**src/rtl/alu_result_stage.sv**
```systemverilog
`default_nettype none
// ============================================================================
// Module   : alu_result_stage
// Brief    : Opcode result select, status flags and 2-entry valid/ready skid
//            buffer at the ALU output, plus sticky overflow and delivery count.
// Revision : 1.0 - initial release
// ============================================================================
module alu_result_stage #(
    parameter int WIDTH = 16,
    parameter int CNT_W = 16
) (
    input  logic             clk,
    input  logic             rst_n,
    input  logic             in_valid,
    output logic             in_ready,
    input  logic [2:0]       op_sel,
    input  logic [WIDTH-1:0] and_y,
    input  logic [WIDTH-1:0] or_y,
    input  logic [WIDTH-1:0] inv_y,
    input  logic [WIDTH-1:0] arith_y,
    input  logic             arith_ovf,
    output logic             out_valid,
    input  logic             out_ready,
    output logic [WIDTH-1:0] out_result,
    output logic             out_zero,
    output logic             out_neg,
    output logic             out_ovf,
    output logic             out_illegal,
    output logic             ovf_sticky,
    input  logic             ovf_clr,
    output logic [CNT_W-1:0] xfer_cnt
);

    // Entry layout: {illegal, ovf, neg, zero, result}
    localparam int ENT_W = WIDTH + 4;

    typedef enum logic [1:0] {
        EMPTY = 2'd0,
        ONE   = 2'd1,
        TWO   = 2'd2
    } state_t;

    state_t           state;
    state_t           state_nxt;
    logic [ENT_W-1:0] head;
    logic [ENT_W-1:0] skid;
    logic [ENT_W-1:0] cap_entry;
    logic [WIDTH-1:0] cap_result;
    logic             cap_ovf;
    logic             cap_illegal;
    logic             accept;
    logic             deliver;
    logic             load_head_in;
    logic             load_skid;
    logic             move_skid;

    assign in_ready  = (state != TWO);
    assign out_valid = (state != EMPTY);
    assign accept    = in_valid && in_ready;
    assign deliver   = out_valid && out_ready;

    always_comb begin
        cap_result  = '0;
        cap_ovf     = 1'b0;
        cap_illegal = 1'b0;
        case (op_sel)
            3'b000,
            3'b001:  begin
                cap_result = arith_y;
                cap_ovf    = arith_ovf;
            end
            3'b010:  cap_result = and_y;
            3'b011:  cap_result = or_y;
            3'b100:  cap_result = inv_y;
            default: cap_illegal = 1'b1;
        endcase
    end

    assign cap_entry = {cap_illegal, cap_ovf, cap_result[WIDTH-1],
                        (cap_result == '0), cap_result};

    always_comb begin
        state_nxt    = state;
        load_head_in = 1'b0;
        load_skid    = 1'b0;
        move_skid    = 1'b0;
        case (state)
            EMPTY: begin
                if (accept) begin
                    state_nxt    = ONE;
                    load_head_in = 1'b1;
                end
            end
            ONE: begin
                if (accept && !deliver) begin
                    state_nxt = TWO;
                    load_skid = 1'b1;
                end else if (!accept && deliver) begin
                    state_nxt = EMPTY;
                end else if (accept && deliver) begin
                    load_head_in = 1'b1;
                end
            end
            TWO: begin
                if (deliver) begin
                    state_nxt = ONE;
                    move_skid = 1'b1;
                end
            end
            default: state_nxt = EMPTY;
        endcase
    end

    always_ff @(posedge clk) begin
        if (!rst_n) begin
            state      <= EMPTY;
            head       <= '0;
            skid       <= '0;
            ovf_sticky <= 1'b0;
            xfer_cnt   <= '0;
        end else begin
            state <= state_nxt;
            if (load_head_in) begin
                head <= cap_entry;
            end else if (move_skid) begin
                head <= skid;
            end
            if (load_skid) begin
                skid <= cap_entry;
            end
            // Setting has priority over a simultaneous clear
            if (deliver && head[WIDTH+2]) begin
                ovf_sticky <= 1'b1;
            end else if (ovf_clr) begin
                ovf_sticky <= 1'b0;
            end
            if (deliver) begin
                xfer_cnt <= xfer_cnt + {{(CNT_W-1){1'b0}}, 1'b1};
            end
        end
    end

    assign out_result  = head[WIDTH-1:0];
    assign out_zero    = head[WIDTH];
    assign out_neg     = head[WIDTH+1];
    assign out_ovf     = head[WIDTH+2];
    assign out_illegal = head[WIDTH+3];

endmodule
`default_nettype wire

```
**config.mk**
```make
export PLATFORM = sky130hd
export DESIGN_NAME = alu_result_stage
export DESIGN_NICKNAME = d
export VERILOG_FILES = /design/src/rtl/alu_result_stage.sv
export SDC_FILE = /design/constraint.sdc
export NUM_CORES = 1
export LEC_CHECK = 0
export BUFFER_PORTS_ARGS = -buffer_cell sky130_fd_sc_hd__buf_4
export CAP_MARGIN = 0
export CORE_UTILIZATION = 40
export DETAILED_ROUTE_END_ITERATION = 7
export MAX_ROUTING_LAYER = met4
export PLACE_DENSITY = 0.66
export SYNTH_ARGS = -nofsm -noshare
export SYNTH_HDL_FRONTEND = slang
export SYNTH_SLANG_ARGS = --single-unit
export TNS_END_PERCENT = 5
```
**constraint.sdc**
```tcl
create_clock -name clk -period 4.2 [get_ports clk]
set_clock_uncertainty 0.05 [all_clocks]
set_input_delay 0.84 -clock clk [delete_from_list [all_inputs] [get_ports clk]]
set_output_delay 0.84 -clock clk [all_outputs]
set_load 0.01 [all_outputs]
```
==> run_results.csv, run 1 <==
group,metric,value,unit
route,drt_wl_total,8.31,mm
clock_network,cts-resized-gates,0,
power_and_ir_drop,power_leakage,2.08,nW
synthesis,synth_edf_count,0,
power_and_ir_drop,power_density,319,nW/um^2
clock_network,cts_hold_buffers,0,
synthesis,syn_nets,424,
route,ant_nets,0,
clock_network,clock_latency,330,ps
layout,nets,525,
outcome,status,"finished clean",
worst_setup_path,arrival,2730,ps
synthesis,synthArstFlopShare,0,%
sta,hold_ws,417,ps
floorplanning,start_util,41.0,%
power_and_ir_drop,ir_drop,0.000231,V
flow_run,drv_cap,0,
grt,gr-usage-all-layers,21.3,%
grt,overflow,0,
clock_network,cts_buffers,9,
layout,layout_commonest_cell,"buf_4",
floorplanning,row_count,32,
worst_setup_path,crit_required,4430,ps
floorplanning,die_h,90.8,um
route,via_per_inst,5.39,
sta,setup_viol,0,
place,portBuffers,111,
grt,grt_max_degree,61,
worst_setup_path,crit_path_max_incr_delay,440,ps
layout,drive_above_1_share,32.5,%
sta,tightest_slew,884,ps
floorplanning,num_io_pins,112,
clock_network,cts_num_sinks,57,
synthesis,synth_area_per_cell,9.06,um^2
floorplanning,dieArea,8240,um^2
route,drc,0,
layout,syn_to_final_growth,34.1,%
min_path,hold_class,"flop to flop",
grt,grt_pass1_wl,13.6,mm
sta,hold_viol,0,
sta,slew_violations,0,
clock_network,cts_setup_buffers,0,
route,wl_per_cell,15.0,um
clock_network,root_buffer,"clkbuf_8",
place,place_congestion,0.937,
floorplanning,die_w,90.8,um
synthesis,syn_area,3150,um^2
worst_setup_path,crit_chain,"buf_4, o21a_1, ha_1, nand2_1, a21oi_2, buf_4, nand2_1, o22ai_1, and2_1",
worst_setup_path,cp_max_fo,19,
sta,setup_tns,0,ps
synthesis,synth_top_area_cell,"dfxtp_1",
synthesis,syn_inst,348,
power_and_ir_drop,fin_total_pwr,1.35,mW
synthesis,ys_warn_count,0,
synthesis,seq_area_frac_synth,36.2,%
layout,fill_cells,752,
worst_setup_path,end_kind,"flop",
route,dr.pass1.iters,5,
worst_setup_path,cpMaxStageDelayCell,"nand2_1",
clock_network,h-tree-depth,3,
sta,fmaxAchievable,0.400,GHz
synthesis,synth_area_leaders,"dfxtp_1 36%, mux2i_1 7.3%, and2_1 6.3%",
synthesis,synth_top_area_share,36.2,%
layout,n_antenna_cell,0,
layout,mostFrequentLayoutCells,"114 x buf_4, 57 x dfxtp_1, 32 x and2_1, 30 x nand2_1, 23 x mux2i_1",
worst_setup_path,worstSetupPathType,"input port to flop",
clock_network,clk_path_buf_depth,2,
clock_network,cts.clk_slew.worst_paths,60,ps
grt,antenna_found_initial,0,
sta,grt_setup_unrepaired,"no",
worst_setup_path,start_kind,"input port",
grt,grt_pass1_vias,2872,
clock_network,cts_tree,"yes",
route,num_vias,2994,
sta,relSlewSlack,40.9,%
sta,fin_crit_sh,59.5,%
synthesis,synth_seq_cells,57,
synthesis,synth.distinct_cells,44,
route,drtIter0Drc,126,
sta,min_period,2500,ps
synthesis,synth_flop_cell,"dfxtp_1",
floorplanning,coreArea,7690,um^2
place,hpwl,6.08,mm
## flip-flops by register name, indices dropped and copies added (netlist names)
| signal | cells |
|---|---|
| xfer_cnt | 16 |
| skid | 19 |
| head | 19 |
| state | 2 |
| ovf_sticky | 1 |
## worst max-delay path, delay by kind of cell
kind,cells,cell delay (ps)
adder cells (fa/ha/maj),1,170
buffers and inverters,2,350
AND/OR/NAND/NOR,3,660
AO/OA/AOI/OAI,3,690
## final timing paths
check,end,slack [ps],depth (start not counted),start
max,head[0]$_SDFFE_PN0P_,1700,9,out_ready
min,skid[16]$_SDFFE_PN0P_,420,2,skid[16]$_SDFFE_PN0P_
max reg2reg,head[0]$_SDFFE_PN0P_,1720,8,state[1]$_SDFFE_PN0P_
min reg2reg,skid[16]$_SDFFE_PN0P_,420,2,skid[16]$_SDFFE_PN0P_
## cell families after synthesis
family          share of synthesized area, %
compound gates                          20.0
xor+xnor                                3.33
fa+ha+maj                               1.19
buf+inv                                 4.05
flops                                   36.2
mux                                     12.2
simple gates                            23.1
## stage by stage
step | utilization (%) | setup WS [ps] | std cells | area [um^2]
3_5_place_dp | 52.3 | 1400 | 540 | 4020
4_1_cts | 55.0 | 1740 | 555 | 4230
5_1_grt | 55.0 | 1530 | 555 | 4230
2_1_floorplan | - | 1840 | 348 | 3150
6_report | 55.0 | 1700 | 555 | 4230
3_3_place_gp | 52.3 | 1430 | 540 | 4020
## report_power, final
group	switching (mW)	internal [mW]	total, mW	leakage (nW)
clock network	0.204	0.346	0.550	0.106
logic	0.107	0.117	0.224	1.51
registers	0.0140	0.562	0.576	0.462
## area by class of cell
class / instances / area, um^2 / area share (%)
repair buffers: 114 / 856 / 20.2
well taps: 102 / 128 / 3.02
multi-input cells: 265 / 1890 / 44.6
inverters: 2 / 7.51 / 0.178
flip-flops and latches: 57 / 1140 / 27.0
clock buffers: 12 / 145 / 3.43
clock inverters: 3 / 65.1 / 1.54
## layer usage
layer	GRT usage, %	routed length (um)	vias up
met1	24.2	3550	1437
li1	-	-	1465
met2	36.3	4240	75
met5	-	0	-
met4	6.61	161	0
met3	5.81	357	17
## synthesized netlist by cell type (all sizes together) (5+ instances only)
library cell   n
mux2          13
and2          32
buf           11
a31oi          5
o211a         17
a21oi         18
nand2         30
clkbuf        13
nor2b          5
dfxtp         57
a211oi         6
o22ai         16
nand3b         6
nand2b        10
nor2          11
nand3         11
mux2i         23
xnor2         10
Note: power is estimated with default switching activity, not from simulation.
==> run 2: changes to the inputs <==
- PLACE_DENSITY: 0.66 -> 0.69
- clock period: 4.2 -> 2.2 ns (I/O delays scaled with it)
==> run 2 against run 1 <==
  * Critical path depth unchanged
  * Critical path type is now flop to flop
  * Total power increased by 92%
  * Global-route usage increased by 1.1 points
  * Die area unchanged
  * Sequential power rose by 91%
  * Count of clock-buffer cells in the layout increased by 1
  * Combinational power up 100%
  * Cell area up 2.8%
  * Non-clock buffer count increased by 12
  * Register-to-register slack worse by 1500 ps
  * Sequential share of layout area decreased by 0.74 points
  * Routed wire length is 4.4% higher
==> run_results.csv, run 2 (synthesized netlist as in run 1, its figures left out) <==
group,metric,value,unit
outcome,status,"finished clean",
floorplanning,start_util,41.0,%
route,drc,0,
layout,layout_commonest_cell,"buf_4",
worst_setup_path,critical_path_buf_inv_count,1,
clock_network,clk_path_buf_depth,2,
layout,syn_to_final_growth,37.9,%
floorplanning,die_h,90.8,um
power_and_ir_drop,ir_drop,0.000332,V
route,drtIter0Drc,131,
worst_setup_path,cpMaxStageDelayCell,"dfxtp_1",
clock_network,cts-resized-gates,0,
route,wl_per_cell,15.3,um
worst_setup_path,end_kind,"flop",
grt,antenna_found_initial,0,
place,portBuffers,111,
layout,mostFrequentLayoutCells,"124 x buf_4, 57 x dfxtp_1, 32 x and2_1, 30 x nand2_1, 23 x mux2i_1",
layout,reg_top3,"head x19, skid x19, xfer_cnt x16",
flow_run,drv_cap,0,
route,ant_nets,0,
clock_network,clock_latency,330,ps
place,hpwl,6.51,mm
grt,gr-usage-all-layers,22.4,%
clock_network,cts_setup_buffers,0,
power_and_ir_drop,power_leakage,2.15,nW
sta,setup_tns,0,ps
grt,overflow,0,
worst_setup_path,worstSetupPathType,"flop to flop",
sta,min_period,1940,ps
sta,slew_violations,0,
grt,grt_pass1_vias,2949,
route,num_vias,2980,
floorplanning,dieArea,8240,um^2
floorplanning,die_w,90.8,um
layout,fill_cells,734,
grt,grt_max_degree,60,
clock_network,cts_num_sinks,57,
grt,grt-busiest-layer,"met2",
power_and_ir_drop,power_density,597,nW/um^2
grt,grt_use_met2,38.0,%
power_and_ir_drop,fin_total_pwr,2.59,mW
floorplanning,num_io_pins,112,
floorplanning,row_count,32,
worst_setup_path,crit_chain,"nand2b_1, and2_1, ha_1, nand2_1, a21oi_2, nand2_1, buf_4, o22ai_1, and2_1",
sta,relSlewSlack,36.1,%
clock_network,cts.clk_slew.worst_paths,60,ps
route,via_per_inst,5.26,
clock_network,h-tree-depth,3,
layout,finalInstanceArea,4350,um^2
worst_setup_path,cp_max_fo,9,
sta,tightest_slew,956,ps
worst_setup_path,crit_path_max_incr_delay,440,ps
place,place_congestion,0.882,
route,dr.pass1.iters,5,
sta,setup_viol,0,
clock_network,cts_buffers,9,
sta,hold_viol,0,
layout,nets,537,
route,drt_wl_total,8.68,mm
layout,n_antenna_cell,0,
grt,grt_use_met1,26.7,%
clock_network,cts_tree,"yes",
worst_setup_path,crit_family,"simple AND/OR/NAND/NOR gates",
worst_setup_path,start_kind,"flop",
sta,grt_setup_unrepaired,"no",
layout,drive_above_1_share,34.6,%
clock_network,cts_hold_buffers,0,
sta,fmaxAchievable,0.516,GHz
sta,fin_crit_sh,88.0,%
min_path,hold_class,"input port to flop",
place,dpl-instance-area,4130,um^2
grt,grt_util_met3,4.97,%
clock_network,root_buffer,"clkbuf_8",
floorplanning,coreArea,7690,um^2
grt,grt_pass1_wl,14.2,mm
worst_setup_path,crit_required,2420,ps
worst_setup_path,arrival,2160,ps
run 2: changes by cell type in the layout (fill, tap and decap cells not counted):
cell	change
buf_12	+2
buf_4	+10
bufinv_16	-1
clkbuf_1	-2
clkbuf_8	+3
run 2: tightest hold or removal path: cells and delay by family:
family                 cells  cell delay (ps)
buffers and inverters      1              110
AND/OR/NAND/NOR            1               50
AO/OA/AOI/OAI              1               70
run 2: worst paths after layout:
| kind | to | depth (start not counted) | slack, ps | start |
|---|---|---|---|---|
| worst max-delay path | head[3]$_SDFFE_PN0P_ | 9 | 260 | state[0]$_SDFFE_PN0P_ |
| worst min-delay path | skid[18]$_SDFFE_PN0P_ | 3 | 340 | arith_ovf |
| worst max register to register | head[3]$_SDFFE_PN0P_ | 9 | 260 | state[0]$_SDFFE_PN0P_ |
| worst min register to register | skid[18]$_SDFFE_PN0P_ | 2 | 420 | skid[18]$_SDFFE_PN0P_ |
run 2: per-layer routing:
metal / share of wire, % / vias up
li1: - / 1499
met1: 45 / 1431
met2: 51 / 42
met3: 3.1 / 8
met4: 0.75 / 0
met5: 0 / -
run 2: where the power goes:
group,internal [mW],total [mW],switching (mW)
registers,1.07,1.10,0.0262
clock network,0.639,1.04,0.400
logic,0.245,0.457,0.212
run 2: area by class of cell:
cell class                 count  area [um^2]  share of cell area (%)
clock buffer                  13          179                    4.12
multi-input combinational    265         1890                    43.4
tap                          102          128                    2.94
timing repair buffer         126          971                    22.3
inverter                       2         7.51                   0.173
sequential                    57         1140                    26.2
clock inverter                 2         35.0                   0.806
run 2: stage by stage:
stage,worst slack (ps),utilization [%],instances,hold WS (ps)
floorplan,109,-,348,392
global placement,122,53.8,552,405
CTS,269,56.6,567,331
global route,75.9,56.6,567,337
detailed placement,44.3,53.8,552,412
finish,264,56.6,567,341
